File: src/rtl/sr_jk_register_bank.sv
// sr_jk_register_bank: WIDTH-bit SR/JK/D/T register bank with parallel load and SR 1/1 error bookkeeping
module sr_jk_register_bank #(
  parameter int WIDTH = 4,
  parameter logic [WIDTH-1:0] RESET_VAL = {WIDTH{1'b0}},
  parameter int SR11_POLICY = 0,
  parameter int CNT_W = 8
) (
  input  logic             clk,
  input  logic             rst_n,
  input  logic             en,
  input  logic             load,
  input  logic [WIDTH-1:0] load_data,
  input  logic [1:0]       mode,
  input  logic [WIDTH-1:0] a,
  input  logic [WIDTH-1:0] b,
  input  logic             err_clr,
  output logic [WIDTH-1:0] q,
  output logic [WIDTH-1:0] qbar,
  output logic [WIDTH-1:0] illegal,
  output logic             err_sticky,
  output logic [CNT_W-1:0] err_count
);
  logic [WIDTH-1:0] both, hold, p11, q_sr, q_jk, nxt;
  logic sr_upd, ill_evt;
  assign both = a & b;
  assign hold = ~a & ~b & q;
  // s=r=1 resolution: policy 3 forces 0 like reset-dominant, the flag comes from illegal
  assign p11 = SR11_POLICY == 0 ? q : SR11_POLICY == 1 ? {WIDTH{1'b1}} : {WIDTH{1'b0}};
  assign q_sr = (a & ~b) | hold | (both & p11);
  assign q_jk = (a & ~b) | hold | (both & ~q);
  assign nxt = mode == 2'b00 ? q_sr : mode == 2'b01 ? q_jk : mode == 2'b10 ? a : q ^ a;
  assign sr_upd = !load && en && mode == 2'b00;
  assign ill_evt = sr_upd && |both;
  assign qbar = ~q;
  always_ff @(posedge clk or negedge rst_n) begin
    if (!rst_n) begin
      q <= RESET_VAL;
      illegal <= '0;
      err_sticky <= 1'b0;
      err_count <= '0;
    end else begin
      q <= load ? load_data : en ? nxt : q;
      illegal <= sr_upd ? both : '0;
      if (ill_evt) begin
        err_sticky <= 1'b1;
        err_count <= err_clr ? CNT_W'(1) : &err_count ? err_count : err_count + CNT_W'(1);
      end else if (err_clr) begin
        err_sticky <= 1'b0;
        err_count <= '0;
      end
    end
  end
endmodule

File: config.mk
export PLATFORM = sky130hd
export DESIGN_NAME = sr_jk_register_bank
export DESIGN_NICKNAME = d
export VERILOG_FILES = /design/src/rtl/sr_jk_register_bank.sv
export SDC_FILE = /design/constraint.sdc
export NUM_CORES = 1
export LEC_CHECK = 0
export ABC_CLOCK_PERIOD_IN_PS = 2800
export CAP_MARGIN = 25
export CORE_MARGIN = 2
export CORE_UTILIZATION = 45
export DETAILED_ROUTE_END_ITERATION = 10
export GPL_TIMING_DRIVEN = 1
export PLACE_DENSITY_LB_ADDON = 0.12
export SETUP_SLACK_MARGIN = 0.05
export SYNTH_ARGS = -nofsm -noshare
export SYNTH_HDL_FRONTEND = slang
export SYNTH_SLANG_ARGS = --single-unit
File: constraint.sdc
create_clock -name clk -period 2.8 [get_ports clk]
set_input_delay 0.42 -clock clk [delete_from_list [all_inputs] [get_ports clk]]
set_output_delay 0.42 -clock clk [all_outputs]
set_load 0.02 [all_outputs]
==> metrics.cfg <==
[status]
status=completed

[die]
die_y_um=51.05
fp.coreArea_um2=2148
die_area_um2=2606
initial_utilization_pct=46.36
fp-row-count=17
ioPinCount=40
die_w_um=51.05

[global_routing]
grt_max_degree=18
antenna_found_initial=0
track_usage_pct=19.93
grt_pass1_vias=898
grt_first_pass_wirelength_um=3843
met3_usage_pct=2.924
grt_use_met1_pct=23.83
use_met2_pct=35.50
grt-ovfl-total=0
busiest_layer=met2

[sta]
clock_skew_ns=0.001114
setup_tns_ns=0
setup-violations-final=0
grt_setup_unrepaired=no
period_needed_ns=2.331
tightest_slew_ns=0.8014
slew_headroom_pct=46.40
slew_violations=0
hold_violations=0
fin_crit_sh_pct=83.26
whs_ns=0.5474
max_freq_mhz=428.9

[placement]
dp_hpwl_um=1874
dp_cells=180
gp_congestion=0.7213
post_dp_cell_area_um2=1421
portBuffers=39

[synth]
syn-cell-area_um2=996.0
synth_nets=135
synth_area_leader_cell=dfrtp_1
syn_inst=115
yosys_warnings=0
yosys_most_used_dff=dfrtp_1
synth-edff-count=0
synth_top_area_share_pct=42.71
syn_avg_cell_area_um2=8.660
yosys-top-cells-area=dfrtp_1 (43%), nand2_1 (6.4%), o21ai_0 (5.0%)
yosysSeqAreaShare_pct=42.71
ys_types=31
synth-seq-cells=17
synthArstFlopShare_pct=100.0
yosys-top-cells-count=dfrtp_1 (17), nand2_1 (17), nor2_1 (10), o21ai_0 (10), inv_1 (9)

[finish]
final_layout_size_suffix_gt1_share_pct=5.769
fillers=187
final_net_count=177
stdcell_area_um2=1448
num_antenna_cells=0
final-seq-area_um2=425.4
fin_cells=184
area_growth_pct=45.35
multi_input_area_um2=506.7

[cts]
htree_num_levels=1
cts_setup_buffers=0
clk_pin_slew_worst_paths_ns=0.10
numCtsBuffers=3
clock_latency_ns=0.29
cts_resized=0
cts_root_buf=clkbuf_4
cts_hold_buf=0
clock_path_buffers=2
cts_tree=built
cts.sinks=17

[setup_path]
worst_ep_arrival_time_ns=2.54
reg2reg_from=err_count[0]$_DFFE_PN0P_
timing_worst_setup_path_type=in -> reg
path_max_fanout=16
end_kind=flip-flop
worst_path_max_delay_cell=or4b_4
crit_path_cell_trace=clkdlybuf4s50_1 -> or4b_4 -> a41o_1 -> or4_1 -> a21oi_1
startpoint_type=input pin
startpoint=mode[1]
cp.required_ns=3.01
slowest_delay_ns=0.58

[power]
p_leak_nw=0.5967
ir_drop_mv=0.2698
cellPowerDensity_nw_per_um2=371.4

[drt]
dr_total_vias=1055
wirelength_um=2496
dr.pass1.iters=4
drcViolationCount=0
wire_per_inst_um=13.57
final_antenna_net_count=0
first_iter_violations=19
viasPerCell=5.734

[min_path]
hold_path.startpoint=err_count[6]$_DFFE_PN0P_
holdCritPathClass=reg -> reg

[flow_run]
cap_violations=0

==> sequential cells by signal, summed over array words and instances (netlist names) <==
register,cells
err_sticky,1
illegal,4
q,4
err_count,8
==> through the flow <==
| stage | utilization (%) | power, mW | setup WS (ns) |
|---|---|---|---|
| 2_1_floorplan | - | 0.3345 | 0.7957 |
| 3_3_place_gp | 66.16 | 0.4072 | 0.2464 |
| 3_5_place_dp | 66.16 | 0.4113 | 0.1632 |
| 4_1_cts | 67.38 | 0.5481 | 0.4750 |
| 5_1_grt | 67.38 | 0.5654 | 0.3947 |
| 6_report | 67.38 | 0.5377 | 0.4687 |
==> cells by family after synthesis <==
kind of cell,after synthesis,share of synthesized area (%)
xor gates and xnor gates,2,1.759
and+or+nand+nor,45,22.61
muxes,1,1.005
adders and majority gates,1,1.256
AOI/OAI and AO/OA,34,24.25
DFF,17,42.71
buffers and inverters,15,6.407
==> cells in the final DEF, fill, tap and decap left out <==
cell | synthesis | final
o211ai_1 | 2 | 2
o41ai_1 | 4 | 4
or3_1 | 2 | 2
nor2b_1 | 1 | 1
a22oi_1 | 1 | 1
inv_1 | 9 | 9
ha_1 | 1 | 1
a21oi_1 | 4 | 4
nand2_1 | 17 | 17
clkbuf_4 | 0 | 3
or4_1 | 1 | 1
o221ai_1 | 3 | 3
a41o_1 | 1 | 1
nand4_1 | 1 | 1
o31ai_1 | 1 | 1
clkbuf_1 | 5 | 1
a22o_1 | 2 | 2
o311ai_0 | 4 | 4
xor2_1 | 2 | 2
buf_4 | 0 | 4
nand3b_1 | 4 | 4
a21o_1 | 1 | 1
a222oi_1 | 1 | 1
or4b_4 | 1 | 1
dfrtp_1 | 17 | 17
nor3b_1 | 2 | 2
nand3_1 | 4 | 4
mux2i_1 | 1 | 1
clkdlybuf4s50_1 | 0 | 39
and3_1 | 1 | 1
o21ai_0 | 10 | 10
nor2_1 | 10 | 10
or2_2 | 1 | 1
==> worst max-delay path, delay by kind of cell <==
family / cells / cell delay, ns
and+or+nand+nor: 2 / 1.14
AOI/OAI and AO/OA: 2 / 0.55
buffers and inverters: 1 / 0.44
==> path summary, 6_finish.rpt <==
kind	end	slack, ns	depth (start not counted)
setup / recovery	err_count[5]$_DFFE_PN0P_	0.47	5
hold / removal	err_count[6]$_DFFE_PN0P_	0.55	1
setup reg to reg	err_count[6]$_DFFE_PN0P_	1.06	5
hold reg to reg	err_count[6]$_DFFE_PN0P_	0.55	1
max in group asynchronous	err_count[6]$_DFFE_PN0P_	1.72	1
min in group asynchronous	err_sticky$_DFFE_PN0P_	0.59	1
==> per-layer routing <==
layer	vias up	wire length [µm]
met2	45	1302
met4	0	30
met5	-	0
met3	4	138
li1	503	-
met1	503	1024
==> report_power, final <==
group	total, mW	switching [mW]	internal, mW
clock	0.132	0.0761	0.0554
combinational	0.143	0.0698	0.0731
sequential	0.263	0.00933	0.254
total	0.538	0.155	0.382
==> final cells by class <==
type | count | share of cell area [%]
multi-input combinational | 83 | 35.00
sequential | 17 | 29.39
timing repair buffer | 43 | 29.04
tap | 28 | 2.420
inverter | 9 | 2.334
clock buffer | 4 | 1.815
(Power assumes the default switching activity.)
